File: config.mk
export PLATFORM = sky130hd
export DESIGN_NAME = store_buffer_flat
export DESIGN_NICKNAME = d
export VERILOG_FILES = /design/src/rtl/store_buffer_if.sv /design/src/rtl/store_buffer.sv /design/src/flat_wrapper.sv
export SDC_FILE = /design/constraint.sdc
export NUM_CORES = 2
export LEC_CHECK = 0
export CAP_MARGIN = 5
export CORE_UTILIZATION = 48
export DETAILED_ROUTE_END_ITERATION = 8
export PLACE_DENSITY = 0.66
export SKIP_LAST_GASP = 1
export SLEW_MARGIN = 20
export SYNTH_ARGS = -nofsm -noshare
export SYNTH_HDL_FRONTEND = slang
export SYNTH_SLANG_ARGS = --single-unit
export TNS_END_PERCENT = 100
File: constraint.sdc
create_clock -name clk -period 17.4 [get_ports clk]
set_input_delay 3.48 -clock clk [delete_from_list [all_inputs] [get_ports clk]]
set_output_delay 3.48 -clock clk [all_outputs]
set_load 0.01 [all_outputs]
File: src/rtl/store_buffer_if.sv
// Store buffer bus: execute-stage allocation, commit retire, D-cache drain
// and load-forwarding lookup, grouped for the store_buffer port list.
interface store_buffer_if #(
    parameter int DEPTH = 8
);
    logic                       alloc_en;
    logic [31:0]                alloc_addr;
    logic [31:0]                alloc_data;
    logic [3:0]                 alloc_be;
    logic                       write1;
    logic                       write2;
    logic                       flush;
    logic                       dc_req;
    logic [31:0]                dc_addr;
    logic [31:0]                dc_data;
    logic [3:0]                 dc_be;
    logic                       dc_ack;
    logic [31:0]                ld_addr;
    logic                       fwd_hit;
    logic [31:0]                fwd_data;
    logic [3:0]                 fwd_be;
    logic                       full;
    logic                       empty;
    logic [$clog2(DEPTH):0]     count;

    modport master (
        output alloc_en, alloc_addr, alloc_data, alloc_be,
        output write1, write2, flush, dc_ack, ld_addr,
        input  dc_req, dc_addr, dc_data, dc_be,
        input  fwd_hit, fwd_data, fwd_be, full, empty, count
    );

    modport slave (
        input  alloc_en, alloc_addr, alloc_data, alloc_be,
        input  write1, write2, flush, dc_ack, ld_addr,
        output dc_req, dc_addr, dc_data, dc_be,
        output fwd_hit, fwd_data, fwd_be, full, empty, count
    );
endinterface

File: src/rtl/store_buffer.sv
// Store buffer: circular FIFO of speculative and committed stores with
// head/cmt/tail pointers, in-order D-cache drain and youngest-match forwarding.
module store_buffer #(
    parameter int DEPTH = 8
) (
    input  logic            clk,
    input  logic            rst,
    store_buffer_if.slave   sb
);
    localparam int AW = $clog2(DEPTH);
    typedef logic [AW:0] ptr_t;

    ptr_t        head_r, cmt_r, tail_r;
    logic [31:0] addr_mem_r [DEPTH];
    logic [31:0] data_mem_r [DEPTH];
    logic [3:0]  be_mem_r   [DEPTH];

    ptr_t        count_s, uncmt_s, ncommit_s, commit_adv_s;
    ptr_t        head_next_s, cmt_next_s, tail_next_s;
    logic        full_s, empty_s, dc_req_s, alloc_ok_s, drain_s;
    logic        fwd_hit_s, match_s;
    logic [31:0] fwd_data_s;
    logic [3:0]  fwd_be_s;
    logic [AW-1:0] idx_s;
    logic        unused_ld_s;

    // Pointer differences wrap modulo 2*DEPTH, so the wrap bit separates full from empty
    assign count_s  = tail_r - head_r;
    assign uncmt_s  = tail_r - cmt_r;
    assign full_s   = (count_s == ptr_t'(DEPTH));
    assign empty_s  = (count_s == ptr_t'(0));
    assign dc_req_s = (head_r != cmt_r);
    assign unused_ld_s = ^sb.ld_addr[1:0];

    // Next-state for the three pointers: commit clamp, drain, flush-over-alloc
    always_comb begin
        ncommit_s    = ptr_t'({1'b0, sb.write1}) + ptr_t'({1'b0, sb.write2});
        commit_adv_s = (ncommit_s > uncmt_s) ? uncmt_s : ncommit_s;
        cmt_next_s   = cmt_r + commit_adv_s;
        alloc_ok_s   = sb.alloc_en & ~full_s & ~sb.flush;
        drain_s      = dc_req_s & sb.dc_ack;
        if (drain_s) begin
            head_next_s = head_r + ptr_t'(1);
        end else begin
            head_next_s = head_r;
        end
        if (sb.flush) begin
            tail_next_s = cmt_next_s;
        end else if (alloc_ok_s) begin
            tail_next_s = tail_r + ptr_t'(1);
        end else begin
            tail_next_s = tail_r;
        end
    end

    // Pointer registers, cleared asynchronously
    always_ff @(posedge clk or posedge rst) begin
        if (rst) begin
            head_r <= '0;
            cmt_r  <= '0;
            tail_r <= '0;
        end else begin
            head_r <= head_next_s;
            cmt_r  <= cmt_next_s;
            tail_r <= tail_next_s;
        end
    end

    // Entry storage; contents are don't-care outside [head, tail) so no reset
    always_ff @(posedge clk) begin
        if (alloc_ok_s) begin
            addr_mem_r[tail_r[AW-1:0]] <= sb.alloc_addr;
            data_mem_r[tail_r[AW-1:0]] <= sb.alloc_data;
            be_mem_r[tail_r[AW-1:0]]   <= sb.alloc_be;
        end
    end

    // Forwarding scan oldest-to-youngest so the last match (youngest) wins
    always_comb begin
        fwd_hit_s  = 1'b0;
        fwd_data_s = 32'h0000_0000;
        fwd_be_s   = 4'h0;
        idx_s      = '0;
        match_s    = 1'b0;
        for (int i = 0; i < DEPTH; i++) begin
            idx_s      = head_r[AW-1:0] + AW'(i);
            match_s    = (ptr_t'(i) < count_s) &&
                         (addr_mem_r[idx_s][31:2] == sb.ld_addr[31:2]);
            fwd_hit_s  = fwd_hit_s | match_s;
            fwd_data_s = match_s ? data_mem_r[idx_s] : fwd_data_s;
            fwd_be_s   = match_s ? be_mem_r[idx_s]   : fwd_be_s;
        end
    end

    assign sb.count    = count_s;
    assign sb.full     = full_s;
    assign sb.empty    = empty_s;
    assign sb.dc_req   = dc_req_s;
    assign sb.dc_addr  = addr_mem_r[head_r[AW-1:0]];
    assign sb.dc_data  = data_mem_r[head_r[AW-1:0]];
    assign sb.dc_be    = be_mem_r[head_r[AW-1:0]];
    assign sb.fwd_hit  = fwd_hit_s;
    assign sb.fwd_data = fwd_data_s;
    assign sb.fwd_be   = fwd_be_s;
endmodule

File: src/flat_wrapper.sv
// flat-port wrapper written by rule: the top's interface ports become plain ports
module store_buffer_flat 
#(
    parameter int DEPTH = 8
)
  (clk, rst, sb_alloc_en, sb_alloc_addr, sb_alloc_data, sb_alloc_be, sb_write1, sb_write2, sb_flush, sb_dc_ack, sb_ld_addr, sb_dc_req, sb_dc_addr, sb_dc_data, sb_dc_be, sb_fwd_hit, sb_fwd_data, sb_fwd_be, sb_full, sb_empty, sb_count);
  store_buffer_if #(.DEPTH(DEPTH)) sb_i ();
  input  logic clk;
  input  logic rst;
  input wire logic [$bits(sb_i.alloc_en)-1:0] sb_alloc_en;
  input wire logic [$bits(sb_i.alloc_addr)-1:0] sb_alloc_addr;
  input wire logic [$bits(sb_i.alloc_data)-1:0] sb_alloc_data;
  input wire logic [$bits(sb_i.alloc_be)-1:0] sb_alloc_be;
  input wire logic [$bits(sb_i.write1)-1:0] sb_write1;
  input wire logic [$bits(sb_i.write2)-1:0] sb_write2;
  input wire logic [$bits(sb_i.flush)-1:0] sb_flush;
  input wire logic [$bits(sb_i.dc_ack)-1:0] sb_dc_ack;
  input wire logic [$bits(sb_i.ld_addr)-1:0] sb_ld_addr;
  output wire logic [$bits(sb_i.dc_req)-1:0] sb_dc_req;
  output wire logic [$bits(sb_i.dc_addr)-1:0] sb_dc_addr;
  output wire logic [$bits(sb_i.dc_data)-1:0] sb_dc_data;
  output wire logic [$bits(sb_i.dc_be)-1:0] sb_dc_be;
  output wire logic [$bits(sb_i.fwd_hit)-1:0] sb_fwd_hit;
  output wire logic [$bits(sb_i.fwd_data)-1:0] sb_fwd_data;
  output wire logic [$bits(sb_i.fwd_be)-1:0] sb_fwd_be;
  output wire logic [$bits(sb_i.full)-1:0] sb_full;
  output wire logic [$bits(sb_i.empty)-1:0] sb_empty;
  output wire logic [$bits(sb_i.count)-1:0] sb_count;
  assign sb_i.alloc_en = sb_alloc_en;
  assign sb_i.alloc_addr = sb_alloc_addr;
  assign sb_i.alloc_data = sb_alloc_data;
  assign sb_i.alloc_be = sb_alloc_be;
  assign sb_i.write1 = sb_write1;
  assign sb_i.write2 = sb_write2;
  assign sb_i.flush = sb_flush;
  assign sb_i.dc_ack = sb_dc_ack;
  assign sb_i.ld_addr = sb_ld_addr;
  assign sb_dc_req = sb_i.dc_req;
  assign sb_dc_addr = sb_i.dc_addr;
  assign sb_dc_data = sb_i.dc_data;
  assign sb_dc_be = sb_i.dc_be;
  assign sb_fwd_hit = sb_i.fwd_hit;
  assign sb_fwd_data = sb_i.fwd_data;
  assign sb_fwd_be = sb_i.fwd_be;
  assign sb_full = sb_i.full;
  assign sb_empty = sb_i.empty;
  assign sb_count = sb_i.count;
  store_buffer #(.DEPTH(DEPTH)) u_core (.clk(clk), .rst(rst), .sb(sb_i));
endmodule
==> impl_metrics.sql <==
INSERT INTO impl_metrics (metric_group, metric, value, unit) VALUES
('place', 'gp_congestion', '1.03', ''),
('grt', 'grt_antenna_before_repair', '19', ''),
('power_and_ir_drop', 'power_density', '214', 'nW/um^2'),
('detailed_routing', 'met3_wirelength', '17300', 'um'),
('clock_tree', 'cts.repair_timing.setup_buffer_count', '0', ''),
('critical_path', 'timing.critical_path.to_type', 'primary output', ''),
('place', 'hpwl', '92200', 'um'),
('detailed_routing', 'post-route-drc-count', '0', ''),
('timing', 'timing.final.setup_violations', '0', ''),
('floorplanning', 'die_width', '309', 'um'),
('timing', 'timing.hold.ws', '0.549', 'ns'),
('logic_synthesis', 'post_synth_inst_count', '3368', ''),
('logic_synthesis', 'flip_flop_and_latch_count_after_synthesis', '556', ''),
('logic_synthesis', 'synth_area', '45400', 'sq um'),
('detailed_routing', 'wirelength', '145000', 'um'),
('finish', 'post-route-util', '0.538', ''),
('logic_synthesis', 'syn_avg_cell_area', '13.5', 'sq um'),
('place', 'numPlacedInstances', '4580', ''),
('critical_path', 'crit_type', 'reg -> out', ''),
('detailed_routing', 'routed_wire_length_per_instance', '30.8', 'um'),
('power_and_ir_drop', 'clockPowerShare', '0.129', ''),
('floorplanning', 'placementRows', '112', ''),
('grt', 'grt_pass1_wl', '212000', 'um'),
('grt', 'grt_pass1_vias', '31700', ''),
('logic_synthesis', 'synth_enable_flop_cells', '544', ''),
('power_and_ir_drop', 'vdd_ir_drop_max', '0.213', 'mV'),
('finish', 'post_route_cells_drive_above_1_share', '0.290', ''),
('clock_tree', 'max-clock-path-buffers', '3', ''),
('grt', 'grt_overflow', '0', ''),
('timing', 'achievable-frequency', '78.0', 'MHz'),
('floorplanning', 'floorplan.io_pins', '219', ''),
('timing', 'slew_violations', '0', ''),
('power_and_ir_drop', 'p_seq_frac', '0.166', ''),
('critical_path', 'critical_path_peak_fanout', '104', ''),
('logic_synthesis', 'ys_flop_type', 'sky130_fd_sc_hd__edfxtp_1', ''),
('finish', 'area_delta_synth_final', '10.8', '%'),
('detailed_routing', 'firstDrtPassIters', '6', ''),
('timing', 'timing_hold_violations_final', '0', ''),
('timing', 'tns', '0', 'ns'),
('detailed_routing', 'detail-route-antenna-nets', '0', ''),
('worst_hold_path', 'holdCritPathClass', 'reg -> reg', ''),
('flow_run', 'cap_violations', '0', ''),
('logic_synthesis', 'seq_area_frac_synth', '0.367', ''),
('finish', 'final.fill_count', '7593', ''),
('detailed_routing', 'met1_length', '53500', 'um'),
('finish', 'layout.cells.non_filler', '4698', ''),
('clock_tree', 'postCtsResizedCells', '0', ''),
('clock_tree', 'clkSinkCount', '556', ''),
('timing', 'fin_skew', '0.0591', 'ns'),
('grt', 'grt_start_max_net_pins', '136', ''),
('detailed_routing', 'initialDrtViolationCount', '4333', ''),
('finish', 'sequential_cell_area', '16600', 'sq um'),
('logic_synthesis', 'yosysWarnings', '0', ''),
('detailed_routing', 'via_count', '33300', ''),
('finish', 'layout.cells.most_common_list', 'sky130_fd_sc_hd__mux4_2 (586), sky130_fd_sc_hd__edfxtp_1 (544), sky130_fd_sc_hd__nor2_1 (276), sky130_fd_sc_hd__nand2_1 (256), sky130_fd_sc_hd__mux2i_1 (247)', ''),
('power_and_ir_drop', 'power.switching_fraction', '0.456', ''),
('detailed_routing', 'top_signal_layer_used', 'met5', ''),
('clock_tree', 'clock-root-buffer', 'sky130_fd_sc_hd__clkbuf_16', ''),
('floorplanning', 'design.core.area', '93500', 'sq um'),
('clock_tree', 'holdBufCountCts', '0', ''),
('logic_synthesis', 'synth_async_sr_flop_share', '0.0216', ''),
('power_and_ir_drop', 'power_leakage', '16.5', 'nW'),
('power_and_ir_drop', 'p_comb_frac', '0.705', ''),
('timing', 'worst_relative_slew_slack', '0.312', ''),
('status', 'result_of_the_run', 'finished, final reports clean', ''),
('critical_path', 'cp_data_arrival_time', '9.34', 'ns'),
('timing', 'grt_setup_unrepaired', 'no', ''),
('timing', 'final_period_util', '0.737', ''),
('critical_path', 'cp.required', '13.92', 'ns'),
('grt', 'track_usage', '0.301', ''),
('timing', 'timing_worst_slew_pin_value', '1.03', 'ns');
==> logic make-up after synthesis <==
group | Yosys count | synth area share
simple gates | 827 | 0.0840
fa+ha+maj | 19 | 0.00574
mux | 944 | 0.374
other cells | 1 | 0.0000826
compound gates | 399 | 0.0776
buf+inv | 363 | 0.0419
xor+xnor | 259 | 0.0502
flops | 556 | 0.367
==> cell type report <==
class	instances	share of cell area
multi-input cells	2449	0.537
clock buffers	64	0.0297
diodes	7	0.000349
clock inverters	47	0.0132
inverters	33	0.00254
repair buffers	288	0.0544
well taps	1254	0.0312
flip-flops and latches	556	0.331
==> cell usage after synthesis, drive strengths merged, types with 12 or more instances <==
cell type,instances,area share
o221ai,40,0.0081
dfrtp,12,0.0066
a211oi,41,0.0068
o22ai,55,0.0076
a221oi,21,0.0041
mux4,589,0.29
edfxtp,544,0.36
o21ai,48,0.0053
nor3,49,0.0055
xor2,79,0.015
a311oi,39,0.012
buf,218,0.030
nor4,27,0.0045
a2111oi,39,0.011
mux2i,247,0.054
o32ai,36,0.012
clkbuf,112,0.0096
nor2,278,0.023
and2,40,0.0055
inv,31,0.0026
or3,23,0.0032
nand2,258,0.021
nand3,38,0.0042
a22oi,12,0.0020
mux2,108,0.027
and3,45,0.0062
nand4,37,0.0051
a21oi,38,0.0042
xnor2,180,0.035
ha,16,0.0044
==> power groups by stage <==
stage | Clock (mW) | Combinational, mW | Sequential [mW]
3_3_place_gp | 0 | 7.40 | 1.80
3_5_place_dp | 0 | 7.46 | 1.81
5_1_grt | 1.44 | 8.02 | 1.80
2_1_floorplan | 0 | 5.71 | 1.73
4_1_cts | 1.40 | 7.48 | 1.78
6_report | 1.38 | 7.57 | 1.79
==> through the flow <==
stage / power, mW / worst slack, ns / instance area [sq um]
finish: 10.7 / 4.58 / 50300
global route: 11.3 / 4.24 / 50300
CTS: 10.7 / 4.58 / 50200
detailed placement: 9.27 / 5.07 / 48100
global placement: 9.20 / 5.09 / 48100
floorplan: 7.43 / 5.75 / 45400
==> routing by layer <==
layer	up-vias	track usage
met4	22	0.136
met5	-	0
met2	2034	0.462
met1	17000	0.403
li1	13800	-
met3	399	0.0776
==> worst max-delay path, cell delays in order, from the launching register on <==
cell,delay [ns]
sky130_fd_sc_hd__dfrtp_4,0.76
sky130_fd_sc_hd__clkinv_1,0.66
sky130_fd_sc_hd__ha_4,1.03
sky130_fd_sc_hd__buf_12,0.59
sky130_fd_sc_hd__buf_4,0.88
sky130_fd_sc_hd__mux4_2,0.62
sky130_fd_sc_hd__xnor2_1,0.19
sky130_fd_sc_hd__nand4_1,0.12
sky130_fd_sc_hd__o21ai_0,0.26
sky130_fd_sc_hd__o2111ai_1,0.37
sky130_fd_sc_hd__nor3_4,0.20
sky130_fd_sc_hd__buf_4,0.62
sky130_fd_sc_hd__o221ai_4,0.18
sky130_fd_sc_hd__buf_4,0.45
sky130_fd_sc_hd__a311oi_1,0.35
sky130_fd_sc_hd__a2111oi_0,0.09
sky130_fd_sc_hd__o32ai_1,0.59
sky130_fd_sc_hd__clkdlybuf4s50_1,0.67
==> final timing paths <==
kind                                       start  cells past startpoint  slack, ns                       end
worst max-delay path            u_core.head_r[1]                     17       4.58            sb_fwd_data[1]
worst min-delay path            u_core.head_r[3]                      1       0.55          u_core.head_r[3]
worst max register to register  u_core.head_r[1]                     12      11.70  u_core.addr_mem_r[5][10]
worst min register to register  u_core.head_r[3]                      1       0.55          u_core.head_r[3]
max in group asynchronous                    rst                      2      13.80          u_core.head_r[1]
min in group asynchronous                    rst                      2       3.23          u_core.head_r[2]
==> flip-flops by register name (all words and copies together) (netlist names) <==
name	count
u_core.addr_mem_r	256
u_core.be_mem_r	32
u_core.cmt_r	4
u_core.data_mem_r	256
u_core.head_r	4
u_core.tail_r	4
No activity file was read; power rests on OpenSTA's default activity.
